$ cat config.mk
export PLATFORM = sky130hd
export DESIGN_NAME = debug_host_link
export DESIGN_NICKNAME = d
export VERILOG_FILES = /design/src/rtl/debug_host_link.sv
export SDC_FILE = /design/constraint.sdc
export NUM_CORES = 1
export LEC_CHECK = 0
export BUFFER_PORTS_ARGS = -buffer_cell sky130_fd_sc_hd__buf_4
export CAP_MARGIN = 40
export CORE_MARGIN = 2
export CORE_UTILIZATION = 46
export DETAILED_ROUTE_END_ITERATION = 16
export GPL_TIMING_DRIVEN = 1
export PLACE_DENSITY = 0.75
export SYNTH_ARGS = -nofsm -noshare
export SYNTH_HDL_FRONTEND = slang
export SYNTH_SLANG_ARGS = --single-unit
export TNS_END_PERCENT = 30
$ cat constraint.sdc
create_clock -name clock_i -period 5.9 [get_ports clock_i]
set_input_delay 0.885 -clock clock_i [delete_from_list [all_inputs] [get_ports clock_i]]
set_output_delay 0.885 -clock clock_i [all_outputs]
set_load 0.01 [all_outputs]
$ cat src/rtl/debug_host_link.sv
// Host side of the MIPS debug-unit UART link: program load, step/continue, dump capture.
// Optional receive timeout in RX_DUMP is enabled with `define DEBUG_HOST_TIMEOUT_EN.

module tx_uart #(
    parameter int unsigned N_BITS = 8
) (
    input  logic              clk,
    input  logic              rst_n,
    input  logic              tick,
    input  logic              tx_start,
    input  logic [N_BITS-1:0] din,
    output logic              tx,
    output logic              tx_done_tick
);
    localparam int unsigned NW = $clog2(N_BITS);

    typedef enum logic [1:0] {TX_IDLE, TX_START, TX_DATA, TX_STOP} tx_state_e;

    tx_state_e         state_q, state_d;
    logic [3:0]        s_q, s_d;
    logic [NW-1:0]     n_q, n_d;
    logic [N_BITS-1:0] b_q, b_d;
    logic              tx_q, tx_d, done_q, done_d;

    always_ff @(posedge clk or negedge rst_n) begin
        if (!rst_n) begin
            state_q <= TX_IDLE;
            s_q     <= '0;
            n_q     <= '0;
            b_q     <= '0;
            tx_q    <= 1'b1;
            done_q  <= 1'b0;
        end else begin
            state_q <= state_d;
            s_q     <= s_d;
            n_q     <= n_d;
            b_q     <= b_d;
            tx_q    <= tx_d;
            done_q  <= done_d;
        end
    end

    always_comb begin
        state_d = state_q;
        s_d     = s_q;
        n_d     = n_q;
        b_d     = b_q;
        done_d  = 1'b0;
        case (state_q)
            TX_IDLE: if (tx_start) begin
                state_d = TX_START;
                s_d     = '0;
                b_d     = din;
            end
            TX_START: if (tick) begin
                if (s_q == 4'd15) begin
                    state_d = TX_DATA;
                    s_d     = '0;
                    n_d     = '0;
                end else s_d = s_q + 4'd1;
            end
            TX_DATA: if (tick) begin
                if (s_q == 4'd15) begin
                    s_d = '0;
                    b_d = b_q >> 1;
                    if (n_q == NW'(N_BITS - 1)) state_d = TX_STOP;
                    else                        n_d = n_q + NW'(1);
                end else s_d = s_q + 4'd1;
            end
            TX_STOP: if (tick) begin
                if (s_q == 4'd15) begin
                    state_d = TX_IDLE;
                    done_d  = 1'b1;
                end else s_d = s_q + 4'd1;
            end
            default: state_d = TX_IDLE;
        endcase
        case (state_d)
            TX_START: tx_d = 1'b0;
            TX_DATA:  tx_d = b_d[0];
            default:  tx_d = 1'b1;
        endcase
    end

    assign tx           = tx_q;
    assign tx_done_tick = done_q;
endmodule

module rx_uart #(
    parameter int unsigned N_BITS = 8
) (
    input  logic              clk,
    input  logic              rst_n,
    input  logic              tick,
    input  logic              rx,
    output logic [N_BITS-1:0] dout,
    output logic              rx_done_tick
);
    localparam int unsigned NW = $clog2(N_BITS);

    typedef enum logic [1:0] {RX_IDLE, RX_START, RX_DATA, RX_STOP} rx_state_e;

    rx_state_e         state_q, state_d;
    logic [1:0]        sync_q;
    logic [3:0]        s_q, s_d;
    logic [NW-1:0]     n_q, n_d;
    logic [N_BITS-1:0] b_q, b_d;
    logic              done_q, done_d;
    logic              rx_s;

    assign rx_s = sync_q[1];

    always_ff @(posedge clk or negedge rst_n) begin
        if (!rst_n) begin
            state_q <= RX_IDLE;
            sync_q  <= 2'b11;
            s_q     <= '0;
            n_q     <= '0;
            b_q     <= '0;
            done_q  <= 1'b0;
        end else begin
            state_q <= state_d;
            sync_q  <= {sync_q[0], rx};
            s_q     <= s_d;
            n_q     <= n_d;
            b_q     <= b_d;
            done_q  <= done_d;
        end
    end

    // Start bit is sampled at mid-bit (8 ticks), data bits every 16 ticks after that.
    always_comb begin
        state_d = state_q;
        s_d     = s_q;
        n_d     = n_q;
        b_d     = b_q;
        done_d  = 1'b0;
        case (state_q)
            RX_IDLE: if (!rx_s) begin
                state_d = RX_START;
                s_d     = '0;
            end
            RX_START: if (tick) begin
                if (s_q == 4'd7) begin
                    state_d = RX_DATA;
                    s_d     = '0;
                    n_d     = '0;
                end else s_d = s_q + 4'd1;
            end
            RX_DATA: if (tick) begin
                if (s_q == 4'd15) begin
                    s_d = '0;
                    b_d = {rx_s, b_q[N_BITS-1:1]};
                    if (n_q == NW'(N_BITS - 1)) state_d = RX_STOP;
                    else                        n_d = n_q + NW'(1);
                end else s_d = s_q + 4'd1;
            end
            RX_STOP: if (tick) begin
                if (s_q == 4'd15) begin
                    state_d = RX_IDLE;
                    done_d  = 1'b1;
                end else s_d = s_q + 4'd1;
            end
            default: state_d = RX_IDLE;
        endcase
    end

    assign dout         = b_q;
    assign rx_done_tick = done_q;
endmodule

module debug_host_link #(
    parameter int unsigned NB_DATA       = 32,
    parameter int unsigned N_BITS        = 8,
    parameter int unsigned N_BYTES       = 4,
    parameter int unsigned N_REGISTER    = 32,
    parameter int unsigned N_MEMORY_DATA = 127,
    parameter int unsigned NB_PADDR      = 7,
    parameter int unsigned TIMEOUT_TICKS = 32768
) (
    input  logic                clock_i,
    input  logic                reset_i,
    input  logic                tick,
    input  logic                rx_i,
    output logic                tx_o,
    input  logic                load_i,
    input  logic                step_i,
    input  logic                cont_i,
    input  logic [NB_PADDR-1:0] prog_len_i,
    output logic [NB_PADDR-1:0] prog_addr_o,
    input  logic [NB_DATA-1:0]  prog_data_i,
    output logic                dump_we_o,
    output logic [7:0]          dump_addr_o,
    output logic [NB_DATA-1:0]  dump_data_o,
    output logic                busy_o,
    output logic                ready_o,
    output logic                done_o,
    output logic                err_o
);
    localparam int unsigned BC_W     = $clog2(N_BYTES + 1);
    localparam int unsigned LANE_W   = $clog2(N_BYTES);
    localparam int unsigned LAST_IDX = N_REGISTER + N_MEMORY_DATA - 1;

    typedef enum logic [2:0] {
        IDLE, FETCH, SEND_WORD, SEND_TERM, READY, SEND_MODE, RX_DUMP
    } state_e;

    state_e              state_q, state_d;
    logic [NB_PADDR-1:0] prog_addr_q, prog_addr_d, prog_len_q, prog_len_d;
    logic [NB_DATA-1:0]  word_q, word_d, dump_data_q, dump_data_d;
    logic [BC_W-1:0]     byte_cnt_q, byte_cnt_d;
    logic [N_BITS-1:0]   mode_q, mode_d;
    logic [7:0]          dump_addr_q, dump_addr_d;
    logic                fetch_wait_q, fetch_wait_d;
    logic                tx_idle_q, tx_idle_d, tx_done_prev_q;
    logic                dump_we_q, dump_we_d, busy_q, busy_d, ready_q, ready_d;
    logic                done_q, done_d, err_q, err_d;
    logic                tx_start_c, tx_done_tick, rx_done_tick;
    logic [N_BITS-1:0]   tx_din_c, rx_dout;
    logic [LANE_W-1:0]   lane;

`ifdef DEBUG_HOST_TIMEOUT_EN
    localparam int unsigned TMO_W = $clog2(TIMEOUT_TICKS + 1);
    logic [TMO_W-1:0] tmo_q, tmo_d;
`else
    logic unused_tmo_c;
    assign unused_tmo_c = ^TIMEOUT_TICKS;
`endif

    assign lane = byte_cnt_q[LANE_W-1:0];

    tx_uart #(.N_BITS(N_BITS)) u_tx (
        .clk(clock_i), .rst_n(reset_i), .tick(tick), .tx_start(tx_start_c),
        .din(tx_din_c), .tx(tx_o), .tx_done_tick(tx_done_tick)
    );

    rx_uart #(.N_BITS(N_BITS)) u_rx (
        .clk(clock_i), .rst_n(reset_i), .tick(tick), .rx(rx_i),
        .dout(rx_dout), .rx_done_tick(rx_done_tick)
    );

    always_ff @(posedge clock_i or negedge reset_i) begin
        if (!reset_i) begin
            state_q        <= IDLE;
            prog_addr_q    <= '0;
            prog_len_q     <= '0;
            word_q         <= '0;
            byte_cnt_q     <= '0;
            mode_q         <= '0;
            fetch_wait_q   <= 1'b0;
            tx_idle_q      <= 1'b1;
            tx_done_prev_q <= 1'b0;
            dump_we_q      <= 1'b0;
            dump_addr_q    <= '0;
            dump_data_q    <= '0;
            busy_q         <= 1'b0;
            ready_q        <= 1'b0;
            done_q         <= 1'b0;
            err_q          <= 1'b0;
`ifdef DEBUG_HOST_TIMEOUT_EN
            tmo_q          <= '0;
`endif
        end else begin
            state_q        <= state_d;
            prog_addr_q    <= prog_addr_d;
            prog_len_q     <= prog_len_d;
            word_q         <= word_d;
            byte_cnt_q     <= byte_cnt_d;
            mode_q         <= mode_d;
            fetch_wait_q   <= fetch_wait_d;
            tx_idle_q      <= tx_idle_d;
            tx_done_prev_q <= tx_done_tick;
            dump_we_q      <= dump_we_d;
            dump_addr_q    <= dump_addr_d;
            dump_data_q    <= dump_data_d;
            busy_q         <= busy_d;
            ready_q        <= ready_d;
            done_q         <= done_d;
            err_q          <= err_d;
`ifdef DEBUG_HOST_TIMEOUT_EN
            tmo_q          <= tmo_d;
`endif
        end
    end

    always_comb begin
        state_d      = state_q;
        prog_addr_d  = prog_addr_q;
        prog_len_d   = prog_len_q;
        word_d       = word_q;
        byte_cnt_d   = byte_cnt_q;
        mode_d       = mode_q;
        fetch_wait_d = fetch_wait_q;
        dump_we_d    = 1'b0;
        dump_addr_d  = dump_addr_q;
        dump_data_d  = dump_data_q;
        done_d       = 1'b0;
        err_d        = err_q;
        tx_start_c   = 1'b0;
        tx_din_c     = word_q[lane*N_BITS +: N_BITS];
        tx_idle_d    = tx_idle_q | (tx_done_tick & ~tx_done_prev_q);
`ifdef DEBUG_HOST_TIMEOUT_EN
        tmo_d        = '0;
`endif
        case (state_q)
            IDLE, READY: begin
                if (load_i) begin
                    prog_len_d   = prog_len_i;
                    prog_addr_d  = '0;
                    fetch_wait_d = 1'b0;
                    err_d        = 1'b0;
                    state_d      = FETCH;
                end else if (state_q == READY && (step_i || cont_i)) begin
                    mode_d     = step_i ? N_BITS'(8'h01) : N_BITS'(8'h02);
                    byte_cnt_d = '0;
                    state_d    = SEND_MODE;
                end
            end
            // ROM data is valid on the second cycle in FETCH.
            FETCH: begin
                fetch_wait_d = ~fetch_wait_q;
                if (fetch_wait_q) begin
                    word_d     = prog_data_i;
                    byte_cnt_d = '0;
                    if (prog_data_i == {NB_DATA{1'b1}}) begin
                        err_d   = 1'b1;
                        state_d = IDLE;
                    end else begin
                        state_d = SEND_WORD;
                    end
                end
            end
            // The next fetch overlaps transmission of the last byte of the word.
            SEND_WORD: if (tx_idle_q) begin
                tx_start_c = 1'b1;
                byte_cnt_d = byte_cnt_q + BC_W'(1);
                if (byte_cnt_q == BC_W'(N_BYTES - 1)) begin
                    byte_cnt_d = '0;
                    if (prog_addr_q == prog_len_q - NB_PADDR'(1)) begin
                        state_d = SEND_TERM;
                    end else begin
                        prog_addr_d = prog_addr_q + NB_PADDR'(1);
                        state_d     = FETCH;
                    end
                end
            end
            SEND_TERM: if (tx_idle_q) begin
                if (byte_cnt_q == BC_W'(N_BYTES)) begin
                    done_d  = 1'b1;
                    state_d = READY;
                end else begin
                    tx_start_c = 1'b1;
                    tx_din_c   = '1;
                    byte_cnt_d = byte_cnt_q + BC_W'(1);
                end
            end
            SEND_MODE: if (tx_idle_q) begin
                if (byte_cnt_q == '0) begin
                    tx_start_c = 1'b1;
                    tx_din_c   = mode_q;
                    byte_cnt_d = BC_W'(1);
                end else if (mode_q == N_BITS'(8'h01)) begin
                    dump_addr_d = '0;
                    byte_cnt_d  = '0;
                    word_d      = '0;
                    state_d     = RX_DUMP;
                end else begin
                    done_d  = 1'b1;
                    state_d = IDLE;
                end
            end
            RX_DUMP: begin
                if (dump_we_q) begin
                    if (dump_addr_q == 8'(LAST_IDX)) begin
                        done_d  = 1'b1;
                        state_d = READY;
                    end else begin
                        dump_addr_d = dump_addr_q + 8'd1;
                    end
                end
                if (rx_done_tick) begin
                    word_d[lane*N_BITS +: N_BITS] = rx_dout;
                    byte_cnt_d = byte_cnt_q + BC_W'(1);
                    if (byte_cnt_q == BC_W'(N_BYTES - 1)) begin
                        byte_cnt_d  = '0;
                        dump_we_d   = 1'b1;
                        dump_data_d = word_d;
                    end
                end
`ifdef DEBUG_HOST_TIMEOUT_EN
                tmo_d = tmo_q;
                if (rx_done_tick) begin
                    tmo_d = '0;
                end else if (tick) begin
                    if (tmo_q == TMO_W'(TIMEOUT_TICKS - 1)) begin
                        err_d   = 1'b1;
                        done_d  = 1'b1;
                        state_d = IDLE;
                    end else begin
                        tmo_d = tmo_q + TMO_W'(1);
                    end
                end
`endif
            end
            default: state_d = IDLE;
        endcase
        if (tx_start_c) tx_idle_d = 1'b0;
        busy_d  = !(state_d == IDLE || state_d == READY);
        ready_d = (state_d == READY);
    end

    assign prog_addr_o = prog_addr_q;
    assign dump_we_o   = dump_we_q;
    assign dump_addr_o = dump_addr_q;
    assign dump_data_o = dump_data_q;
    assign busy_o      = busy_q;
    assign ready_o     = ready_q;
    assign done_o      = done_q;
    assign err_o       = err_q;
endmodule

# After elaboration in Yosys (flattened, before gate mapping)
# Cells that the tools add are included.
[word_totals] word_cells=272 in_bits=46 output_inout_bits=53 reg_bits=147 mem_bits_ro=0 memories=0 ramBits=0 latchBits=0
[op_classes] n_eq_ne=62 n_mul=0 n_mux=129 n_reduce_logical=35 bitwise=5 add_sub_neg=9 n_lt_le_gt_ge=0 shift=3 n_div=0
[ops] operator="32-bit two-way mux" count=5
[ops] operator="3-bit two-way mux" count=33
[ops] operator="8-bit two-way mux" count=12
[ops] operator="32-bit one-hot mux with 3 select lines" count=1
[ops] operator="2-bit inequality test (second input constant)" count=27
[ops] operator="4-bit two-way mux" count=12
[ops] operator="8-bit one-hot mux with 2 select lines" count=3
[ops] operator="2-bit two-way mux" count=19
[ops] operator="3-bit one-hot mux with 6 select lines" count=2
[ops] operator="5-bit negator with 34-bit output" count=1
[ops] operator="8-bit by 34-bit variable shift with 32-bit output (first input constant)" count=1
[ops] operator="8-bit by 34-bit indexed part select with 32-bit output" count=1
[ops] operator="32-bit bitwise mux" count=1
[ops] operator="32-bit equality test (second input constant)" count=1
[ops] operator="32-bit by 6-bit indexed part select with 8-bit output" count=1
[ops] operator="7-bit two-way mux" count=4
[ops] operator="1-bit two-way mux" count=25
[ops] operator="6-bit AND reduction" count=4
[ops] operator="3-bit equality test (second input constant)" count=7
[ops] operator="2-bit by 1-bit inequality test with 1-bit output (second input constant)" count=8
[ops] operator="2-bit one-hot mux with 4 select lines" count=2
[ops] operator="4-bit one-hot mux with 4 select lines" count=1
[ops] operator="7-bit one-hot mux with 2 select lines" count=1
[ops] operator="3-bit one-hot mux with 2 select lines" count=2
[ops] operator="other kinds (36)" count=69

# Logic depth before layout (Yosys ltp)
# Gate-level depths: netlist (run 1).
[logic_depth] depth_word=9 mapped_depth=12 depth_no_buf=8

# By module
# Synthesis (run 1) repeated with hierarchy kept, for this count alone.
[unflattened] hier_cells=867 area_unflattened_um2=7842.5
[by_module_without_submodules] mod="debug_host_link" instances=1 cells_per_inst=669 area_per_inst_um2=5726.7 seq_area_each_um2=2553.7
[by_module_without_submodules] mod="tx_uart" instances=1 cells_per_inst=108 area_per_inst_um2=1082.3 seq_area_each_um2=476.7
[by_module_without_submodules] mod="rx_uart" instances=1 cells_per_inst=90 area_per_inst_um2=1033.5 seq_area_each_um2=503.0

# Worst setup path after synthesis (run 1)
# Ideal clock, no wire load.
[synth_timing] kind="register -> register" from="register byte_cnt_q[1]" to="register byte_cnt_q[0]" arrival_ns=2.121 n_path_buf=1 slack_ns=3.654 stages_incl_launch_ff=10 setup_ns=0.125 t_required_ns=5.775 synth_period_minus_slack_ns=2.246 path_cell_list="dfrtp_1 -> buf_6 -> inv_1 -> ha_1 -> nor2b_1 -> nor2_1 -> o221ai_1 -> o31ai_1 -> a211oi_1 -> mux2_2"
[synth_between] elab_chain_cells=4 elab_cells_between_ends=12 cone_classes="eq/ne: 4; mux: 6; reduce/logical: 2"
[synth_lines] element="start: declaration" line="211" source="logic [BC_W-1:0] byte_cnt_q, byte_cnt_d;"
[synth_lines] element="start signal: assignment" line="268" source="byte_cnt_q <= byte_cnt_d;"
[synth_lines] element="3-bit by 2-bit equality test with 1-bit output / 3-bit logical NOT (equally long branches)" line="337, 384, 358"
[synth_lines] element="3-bit two-way mux (on tied branches)" line="337, 384, 358"
[synth_lines] element="3-bit two-way mux (on tied branches)" line="381, 334, 357"
[synth_lines] element="3-bit one-hot mux with 6 select lines" line="305" source="case (state_q)"
# Several ways; a longest one is shown, not always the timed one. The select of a mux whose other input is x is not followed.
# A chain may end at the register's enable or synchronous reset.

# Worst setup path in the final report (run 1)
[layout_timing] from="register byte_cnt_q[0]" to="register word_q[26]"
[layout_between] elab_chain_cells=5 elab_cells_between_ends=9 cone_classes="add/sub: 1; eq/ne: 1; shift: 2; mux: 3; reduce/logical: 2"
[layout_lines] element="5-bit negator with 34-bit output" line="382" source="word_d[lane*N_BITS +: N_BITS] = rx_dout;"
[layout_lines] element="8-bit by 34-bit indexed part select with 32-bit output / 8-bit by 34-bit variable shift with 32-bit output (equally long branches)" line="382"
[layout_lines] element="32-bit bitwise mux" line="382"
[layout_lines] element="32-bit two-way mux" line="381" source="if (rx_done_tick) begin"
[layout_lines] element="32-bit one-hot mux with 3 select lines" line="305"
[layout_lines] element="end signal: assignment" line="267" source="word_q <= word_d;"
[layout_lines] element="end: declaration" line="210" source="logic [NB_DATA-1:0] word_q, word_d, dump_data_q, dump_data_d;"
# Several ways; a longest one is shown, not always the timed one. The select of a mux whose other input is x is not followed.

==> impl_metrics.tcl, run 1 <==
set metrics [dict create \
    status "finished, final reports clean" \
    yosysMostFrequentCell "dfrtp_1" \
    grt.overflow.total 0 \
    ctsResizeCount 0 \
    antenna_cells 0 \
    path_max_fanout 16 \
    hold_viol_final 0 \
    finalSetupTns_ns 0 \
    grt.total_usage_pct 23.4 \
    cts.path.max_buffers 2 \
    required_ns 6.24 \
    drtIter0Drc 604 \
    synth_common_cells "dfrtp_1 (137), nand2_1 (107), o21ai_0 (95), a21oi_1 (86), nor2_1 (72)" \
    hold_buffers 0 \
    cts_root_buffer "clkbuf_16" \
    syn_to_final_growth_pct 20.7 \
    synth.distinct_cells 60 \
    rsz0062_at_grt "no" \
    num-nets-final 989 \
    power.density_nw_per_um2 399 \
    routed_wl_um 20000 \
    startpoint_type "flip-flop" \
    synthCells 826 \
    drive_above_1_share_pct 18.6 \
    insertion_delay_ns 0.43 \
    utilization_pct 56.2 \
    postCtsSetupBuffers 0 \
    crit_arrival_ns 3.36 \
    synth_top_area_share_pct 44.9 \
    max_slew_margin_pct 39.5 \
    grt_max_degree 90 \
    dr_wl_met2_um 9560 \
    dpl-instance-area_sq_um 8610 \
    syn_area_per_cell_sq_um 9.25 \
    max_freq_mhz 332 \
    dieArea_sq_um 17700 \
    synth_area_leaders "dfrtp_1 (45%), o21ai_0 (6.2%), a21oi_1 (5.6%)" \
    numCtsBuffers 17 \
    core_area_sq_um 16400 \
    crit_start "byte_cnt_q[0]" \
    synth_top_area_cell "dfrtp_1" \
    netlist_area_sq_um 7640 \
    design_area_sq_um 9230 \
    vias_per_cell 5.63 \
    grt_pass1_wl_um 32700 \
    synth_seq_area_share_pct 46.2 \
    finalCritPeriodShare_pct 51.1 \
    cts_tree "done" \
    hold_class "in2async" \
    clk_pin_slew_worst_paths_ns 0.06 \
    gp_congestion 0.888 \
    cp-end-kind "flip-flop" \
    clock_sinks 141 \
    clock_skew_ns 0.0106 \
    wl_per_cell_um 17.4 \
    ant_nets 0 \
    dp_hpwl_um 14200 \
    drt_first_pass_iters 7 \
    total_leakage_power_nw 4.23 \
    initial_core_util_pct 46.6 \
    finalSetupViolCount 0 \
    synthFlopType "dfrtp_1" \
    timing.rr.start "byte_cnt_q[0]" \
    num-fill-cells 1442 \
    remaining_drc_errors 0 \
    num_io_pins 99 \
    wirelength_met1_um 8800 \
    ys_ff_latch 141 \
    fp-row-count 47 \
    port_buffers 98 \
    maxCapViolations 0 \
    synth_edf_count 0 \
    top_layer "met4" \
    yosys_warnings 0 \
    grt_pass1_vias 6327 \
    tightest_slew_ns 0.905 \
    htree_levels 4 \
    antenna_found_initial 0 \
    dieWidth_um 133 \
    worstSetupPathType "reg2reg" \
    vias 6464 \
    ir_drop_uv 252 \
    syn_nets 899 \
    wl_met3_um 1010 \
    final.min_clock_period_ns 3.02 \
    async_flop_share_pct 100 \
    die_h_um 133 \
    slew_viol_final 0 \
]
cell usage in the layout (no fill, tap or decap), drive strengths merged, types with 4 or more instances in the layout:
cell | Yosys | routed
a211oi | 6 | 6
a21o | 4 | 4
a21oi | 86 | 86
a22o | 6 | 6
a2bb2oi | 7 | 7
a31oi | 4 | 4
and2 | 6 | 6
and3 | 7 | 7
buf | 10 | 107
bufinv | 0 | 4
clkbuf | 26 | 22
dfrtp | 137 | 137
dfstp | 4 | 4
ha | 27 | 27
inv | 27 | 29
mux2 | 20 | 20
mux2i | 9 | 9
mux4 | 8 | 8
nand2 | 107 | 107
nand2b | 12 | 12
nand3 | 16 | 16
nand3b | 4 | 4
nand4 | 16 | 16
nor2 | 72 | 72
nor2b | 39 | 39
nor3 | 11 | 11
nor4 | 4 | 4
o21ai | 95 | 95
o22ai | 4 | 4
o31ai | 4 | 4
xor2 | 12 | 12
area by class of cell:
class	instances	area, sq um	share of cell area (%)
clock buffers	22	454	4.92
flip-flops and latches	141	3530	38.3
inverters	27	101	1.10
repair buffers	107	822	8.91
multi-input cells	622	3870	42.0
clock inverters	10	165	1.79
well taps	220	275	2.98
cell families after synthesis:
logic type / count (synthesis) / synth area share (%)
flip-flops: 141 / 46.2
XOR/XNOR: 15 / 1.72
AND/OR/NAND/NOR: 305 / 19.3
adder cells (fa/ha/maj): 27 / 4.42
buffers and inverters: 63 / 3.29
AO/OA/AOI/OAI: 238 / 18.1
multiplexers: 37 / 6.88
critical path: stages, from the launching register on:
cell and delay (ns):
dfrtp_1 0.73, inv_1 0.24, ha_1 0.39, nor4b_2 0.85, a21oi_1 0.24, nor2_1 0.21, a21oi_1 0.09, o21ai_0 0.17
power breakdown:
part           switching [mW]  leakage (nW)  internal [mW]  total (mW)
registers               0.239          1.86           1.16        1.39
logic                   0.648          2.09          0.499        1.15
clock network           0.419         0.291          0.720        1.14
total                    1.31          4.23           2.37        3.68
final timing paths:
kind	to	slack, ns	cells past startpoint
min reg2reg	u_rx.sync_q[1]	0.36	0
min	prog_addr_o[1]	0.26	1
max reg2reg	word_q[26]	2.88	7
max in group asynchronous	tx_idle_q	4.87	2
max	word_q[26]	2.88	7
min in group clock_i	u_rx.sync_q[1]	0.36	0
per-stage QoR:
step	worst slack, ns	total power, mW	hold WS, ns	instances
6_report	2.88	3.68	0.260	1149
5_1_grt	2.66	3.90	0.254	1149
4_1_cts	2.97	3.68	0.253	1149
3_5_place_dp	3.00	2.53	0.352	1117
3_3_place_gp	3.08	2.48	0.347	1114
2_1_floorplan	3.65	2.18	0.345	826
metal layers:
metal	track usage, %	vias to the layer above
li1	-	3096
met1	31.3	3084
met2	37.5	238
met3	4.33	46
met4	9.86	0
met5	0	-
sequential cells by signal, indices dropped and copies added (netlist names), 3 cells and up:
| name | cells |
|---|---|
| byte_cnt_q | 3 |
| dump_addr_o | 8 |
| dump_data_o | 32 |
| prog_addr_o | 7 |
| prog_len_q | 7 |
| state_q | 3 |
| u_rx.dout | 8 |
| u_rx.n_q | 3 |
| u_rx.s_q | 4 |
| u_tx.b_q | 8 |
| u_tx.n_q | 3 |
| u_tx.s_q | 4 |
| word_q | 32 |
Power figures use the tool's default switching activity.
==> run 2: changes to the inputs <==
--- a/config.mk
+++ b/config.mk
@@ -5,6 +5,7 @@
 export SDC_FILE = /design/constraint.sdc
 export NUM_CORES = 1
 export LEC_CHECK = 0
+export ABC_AREA = 1
 export BUFFER_PORTS_ARGS = -buffer_cell sky130_fd_sc_hd__buf_4
 export CAP_MARGIN = 40
 export CORE_MARGIN = 2
==> constraint.sdc (replaced) <==
create_clock -name clock_i -period 2.9 [get_ports clock_i]
set_input_delay 0.435 -clock clock_i [delete_from_list [all_inputs] [get_ports clock_i]]
set_output_delay 0.435 -clock clock_i [all_outputs]
set_load 0.01 [all_outputs]
==> run 2 against run 1 <==
Effect of this change: first-iteration DRC count grew 25%; routed wire length grew 4.5%; final cell count grew 19%; cell area grew 2.9%; flip-flop and latch count is the same; critical endpoint is now word_q[31].
==> impl_metrics.tcl, run 2 <==
set metrics [dict create \
    fin_cells 1372 \
    async_flop_share_pct 100 \
    gp_congestion 0.984 \
    cts_root_buffer "clkbuf_16" \
    slowest_delay_ns 0.61 \
    yosys_warnings 0 \
    finalSetupTns_ns 0 \
    fp-row-count 48 \
    grt.overflow.total 0 \
    wl_per_cell_um 15.2 \
    rsz0062_at_grt "no" \
    grt_pass1_vias 6798 \
    max_freq_mhz 418 \
    insertion_delay_ns 0.43 \
    num_io_pins 99 \
    dieWidth_um 135 \
    syn_to_final_growth_pct 19.5 \
    numCtsBuffers 17 \
    placedCellCount 1340 \
    maxCapViolations 0 \
    synthCells 1043 \
    final.min_clock_period_ns 2.39 \
    slew_viol_final 0 \
    synth.distinct_cells 43 \
    seq_area_sq_um 3530 \
    antenna_found_initial 0 \
    vias_per_cell 5.44 \
    final_common_cell "nand2_1" \
    clock_skew_ns 0.00931 \
    die_h_um 135 \
    grt.total_usage_pct 23.8 \
    synth_top_area_cell "dfrtp_1" \
    antenna_cells 0 \
    port_buffers 98 \
    drive_above_1_share_pct 14.8 \
    synthFlopType "dfrtp_1" \
    p_total_mw 7.88 \
    crit_arrival_ns 2.73 \
    worst-path-buf-inv 2 \
    grt_max_degree 69 \
    clk_pin_slew_worst_paths_ns 0.06 \
    finalCritPeriodShare_pct 82.4 \
    path_max_fanout 29 \
    crit_family "simple AND/OR/NAND/NOR gates" \
    netlist_area_sq_um 7950 \
    drtIter0Drc 754 \
    ctsResizeCount 0 \
    layout_common_cells "nand2_1 (249), dfrtp_1 (137), nor2_1 (122)" \
    remaining_drc_errors 0 \
    hold_buffers 0 \
    hold_viol_final 0 \
    ys_ff_latch 141 \
    tightest_slew_ns 0.650 \
    cts.path.max_buffers 2 \
    synth_seq_area_share_pct 44.5 \
    startpoint_type "flip-flop" \
    num-nets-final 1207 \
    synth_common_cells "nand2_1 (249), dfrtp_1 (137), nor2_1 (123), inv_1 (117), o21ai_0 (106)" \
    finalSetupViolCount 0 \
    syn_area_per_cell_sq_um 7.62 \
    num-fill-cells 1575 \
    max_slew_margin_pct 56.5 \
    vias 7469 \
    dieArea_sq_um 18300 \
    routed_wl_um 20900 \
    synth_edf_count 0 \
    hold_class "in2async" \
    cp-end-kind "flip-flop" \
    required_ns 3.24 \
    crit_chain "buf_4 -> ha_1 -> clkinv_1 -> nor2_1 -> a22oi_1 -> o22ai_1 -> nand2_1 -> o21ai_0" \
    drt_first_pass_iters 6 \
    synth_top_area_share_pct 43.1 \
    grt_pass1_wl_um 34600 \
    power.density_nw_per_um2 830 \
    postCtsSetupBuffers 0 \
    dp_hpwl_um 15100 \
    htree_levels 4 \
    core_area_sq_um 17100 \
    synth_area_leaders "dfrtp_1 (43%), nand2_1 (12%), o21ai_0 (6.7%)" \
    yosysMostFrequentCell "nand2_1" \
    cts_tree "done" \
    clock_sinks 141 \
    cp_slowest_cell "nor2_1" \
    initial_core_util_pct 46.4 \
    status "finished, final reports clean" \
    total_leakage_power_nw 4.76 \
    multi_input_area_sq_um 3790 \
    worstSetupPathType "reg2reg" \
    syn_nets 1116 \
    ir_drop_uv 492 \
    ant_nets 0 \
]
run 2: changes by cell type after synthesis, moves of 9 or more:
cell,previous run,this run
a21oi_1,86,55
a22oi_1,2,16
clkbuf_1,26,17
inv_1,27,117
mux2_2,19,8
nand2_1,107,249
nand2b_1,12,0
nand3_1,15,59
nor2_1,72,123
nor2b_1,39,0
o21ai_0,95,106
o22ai_1,4,16
run 2: worst paths after layout:
check / start / end / slack, ns / depth (start not counted)
max: byte_cnt_q[0] / word_q[31] / 0.51 / 8
max reg2reg: byte_cnt_q[0] / word_q[31] / 0.51 / 8
min: reset_i / dump_data_o[26] / 0.005 / 1
max in group asynchronous: reset_i / u_tx.tx / 2.05 / 2
min reg2reg: u_rx.sync_q[0] / u_rx.sync_q[1] / 0.36 / 0
min in group clock_i: rx_i / u_rx.sync_q[0] / 0.12 / 1
run 2: power breakdown:
part	leakage (nW)	internal (mW)	switching, mW
sequential	1.84	2.41	0.353
combinational	2.64	0.978	1.96
clock	0.276	1.29	0.884
run 2: metal layers:
| layer | vias to the layer above | part of all wire [%] | GRT usage [%] |
|---|---|---|---|
| met5 | - | 0 | 0 |
| met4 | 0 | 1.7 | 6.94 |
| met3 | 31 | 7.0 | 4.49 |
| met2 | 299 | 46 | 37.0 |
| met1 | 3512 | 45 | 34.0 |
| li1 | 3627 | - | - |
run 2: kinds of logic (layout without fill, tap and decap cells):
logic type | Yosys count | after routing | share of synthesized area, %
adder cells (fa/ha/maj) | 27 | 27 | 4.25
flip-flops | 141 | 141 | 44.5
multiplexers | 9 | 9 | 1.26
AND/OR/NAND/NOR | 463 | 463 | 23.8
buffers and inverters | 158 | 262 | 7.87
XOR/XNOR | 14 | 14 | 1.54
AO/OA/AOI/OAI | 231 | 231 | 16.8
run 2: area by class of cell:
type | count | share of cell area, %
clock buffers | 19 | 4.67
repair buffers | 109 | 8.92
inverters | 121 | 4.78
multi-input cells | 744 | 40.0
well taps | 225 | 2.97
clock inverters | 13 | 1.48
flip-flops and latches | 141 | 37.2
run 2: metrics by stage:
step	util [%]	hold WS [ns]	instance area [sq um]	worst slack [ns]
final	55.5	0.00468	9490	0.510
after global routing	55.5	0.0486	9490	0.278
after CTS	55.5	0.0228	9490	0.542
after detailed placement	52.1	0.349	8910	0.573
after global placement	52.1	0.348	8910	0.641
after floorplan	-	0.139	7950	0.572
==> run 3: changes to the inputs <==
==> constraint.sdc (replaced) <==
create_clock -name clock_i -period 2.5 [get_ports clock_i]
set_input_delay 0.375 -clock clock_i [delete_from_list [all_inputs] [get_ports clock_i]]
set_output_delay 0.375 -clock clock_i [all_outputs]
set_load 0.01 [all_outputs]
==> run 3 against run 2 <==
Effect of this change: sequential share of layout area is 0.61 points lower; die area did not move; routed wire length fell by 0.99%; largest power group unchanged; fmax rose by 5.1%; critical path depth is 3 higher; final cell count up 0.87%; global-route usage shrank 0.17 points; register-to-register slack lost 0.28 ns; non-clock buffer count is 12 higher.
==> impl_metrics.tcl, run 3 (synthesized netlist as in run 2, its figures left out) <==
set metrics [dict create \
    finalCritPeriodShare_pct 90.9 \
    gp_congestion 0.893 \
    finalSetupViolCount 0 \
    num_io_pins 99 \
    dieArea_sq_um 18300 \
    drt_first_pass_iters 5 \
    power.switching_mw 3.76 \
    grt.overflow.total 0 \
    grt_busiest_layer "met2" \
    postCtsSetupBuffers 0 \
    max_freq_mhz 440 \
    core_area_sq_um 17100 \
    total_leakage_power_nw 4.84 \
    ir_drop_uv 616 \
    seq_power_share_pct 34.4 \
    vias_per_cell 5.35 \
    grtUsageMet1_pct 32.0 \
    slowest_delay_ns 0.46 \
    p_comb_share_pct 37.0 \
    critPathMostFrequentCell "nand2_1" \
    drive_above_1_share_pct 15.7 \
    slew_viol_final 0 \
    endpoint "u_tx.tx" \
    hold_viol_final 0 \
    maxCapViolations 0 \
    clk_pin_slew_worst_paths_ns 0.06 \
    grt.total_usage_pct 23.6 \
    cp_slowest_cell "dfrtp_1" \
    remaining_drc_errors 0 \
    grt_pass1_wl_um 34300 \
    final.min_clock_period_ns 2.27 \
    p_int_mw 5.60 \
    use_met2_pct 36.6 \
    use_met3_pct 5.54 \
    swShare_pct 40.2 \
    num-nets-final 1219 \
    timing.rr.start "byte_cnt_q[1]" \
    tightest_slew_ns 0.678 \
    clock_skew_ns 0.00908 \
    seq_area_sq_um 3530 \
    drtIter0Drc 726 \
    rsz0062_at_grt "no" \
    hold_buffers 1 \
    dpl-instance-area_sq_um 9020 \
    port_buffers 98 \
    num-fill-cells 1595 \
    ctsResizeCount 0 \
    status "finished, final reports clean" \
    vias 7410 \
    insertion_delay_ns 0.43 \
    antenna_found_initial 0 \
    startpoint_type "flip-flop" \
    grt_max_degree 65 \
    ant_nets 0 \
    multi_input_area_sq_um 3790 \
    dp_hpwl_um 15100 \
    fp-row-count 48 \
    power.density_nw_per_um2 970 \
    max_slew_margin_pct 54.7 \
    syn_to_final_growth_pct 21.5 \
    cts_root_buffer "clkbuf_16" \
    path_max_fanout 7 \
    initial_core_util_pct 46.4 \
    wl_per_cell_um 14.9 \
    final_common_cell "nand2_1" \
    rr_worst_depth 11 \
    crit_arrival_ns 2.63 \
    grt_pass1_vias 7026 \
    routed_wl_um 20700 \
    finalSetupTns_ns 0 \
    dieWidth_um 135 \
    required_ns 2.86 \
    cts_tree "done" \
    die_h_um 135 \
    antenna_cells 0 \
    htree_levels 4 \
    worstReg2RegEnd "u_tx.tx" \
    crit_start "byte_cnt_q[1]" \
    layout_common_cells "nand2_1 (249), dfrtp_1 (137), nor2_1 (122)" \
    clock_sinks 141 \
    clockPowerShare_pct 28.6 \
    crit_chain "inv_1 -> ha_1 -> nand2_1 -> nor3_1 -> inv_1 -> nand2_1 -> nand2_1 -> nand2_1 -> nand3_1 -> nand2_1 -> nand2_1" \
    reg2reg_setup_slack_ns 0.23 \
    hold_class "in2reg" \
    numCtsBuffers 17 \
    design_area_sq_um 9650 \
    cp-end-kind "flip-flop" \
    worstSetupPathType "reg2reg" \
    cts.path.max_buffers 2 \
]
## run 3: power by group through the flow
stage               sequential (mW)  clock (mW)  combinational (mW)
floorplan                      3.09           0                2.58
global placement               3.23           0                3.33
detailed placement             3.24           0                3.43
CTS                            3.21        2.70                3.44
global route                   3.28        2.80                3.96
finish                         3.22        2.68                3.46
## run 3: stage by stage
stage,setup slack (ns),utilization (%),hold WS [ns],cells,total power [mW]
floorplan,0.172,-,0.0794,1043,5.67
global placement,0.323,52.7,0.346,1351,6.56
detailed placement,0.322,52.7,0.349,1351,6.67
CTS,0.260,56.4,0.0398,1384,9.35
global route,0.00878,56.4,0.0429,1384,10.0
finish,0.227,56.4,0.0511,1384,9.36
## run 3: worst max-delay path: cells and delay by family (launching register included)
family / cells / cell delay (ns)
and+or+nand+nor: 8 / 1.12
DFF: 1 / 0.46
buffers and inverters: 2 / 0.35
adders and majority gates: 1 / 0.28
## run 3: area by class of cell
class | instances | share of cell area [%]
sequential | 141 | 36.6
tap | 225 | 2.92
clock buffer | 18 | 4.55
inverter | 121 | 4.71
timing repair buffer | 121 | 10.0
clock inverter | 14 | 1.91
multi-input combinational | 744 | 39.3
## run 3: how the worst min path moves through the flow
stage | startpoint | cells past startpoint | endpoint
3_5_place_dp | u_rx.sync_q[0] | 0 | u_rx.sync_q[1]
6_report | rx_i | 1 | u_rx.sync_q[0]
2_1_floorplan | reset_i | 0 | busy_o
5_1_grt | rx_i | 1 | u_rx.sync_q[0]
4_1_cts | rx_i | 1 | u_rx.sync_q[0]
3_3_place_gp | u_rx.sync_q[0] | 0 | u_rx.sync_q[1]
## run 3: metal layers
metal / vias to the layer above / share of wire [%]
li1: 3649 / -
met1: 3414 / 45
met2: 293 / 45
met3: 54 / 6.8
met4: 0 / 3.2
met5: - / 0
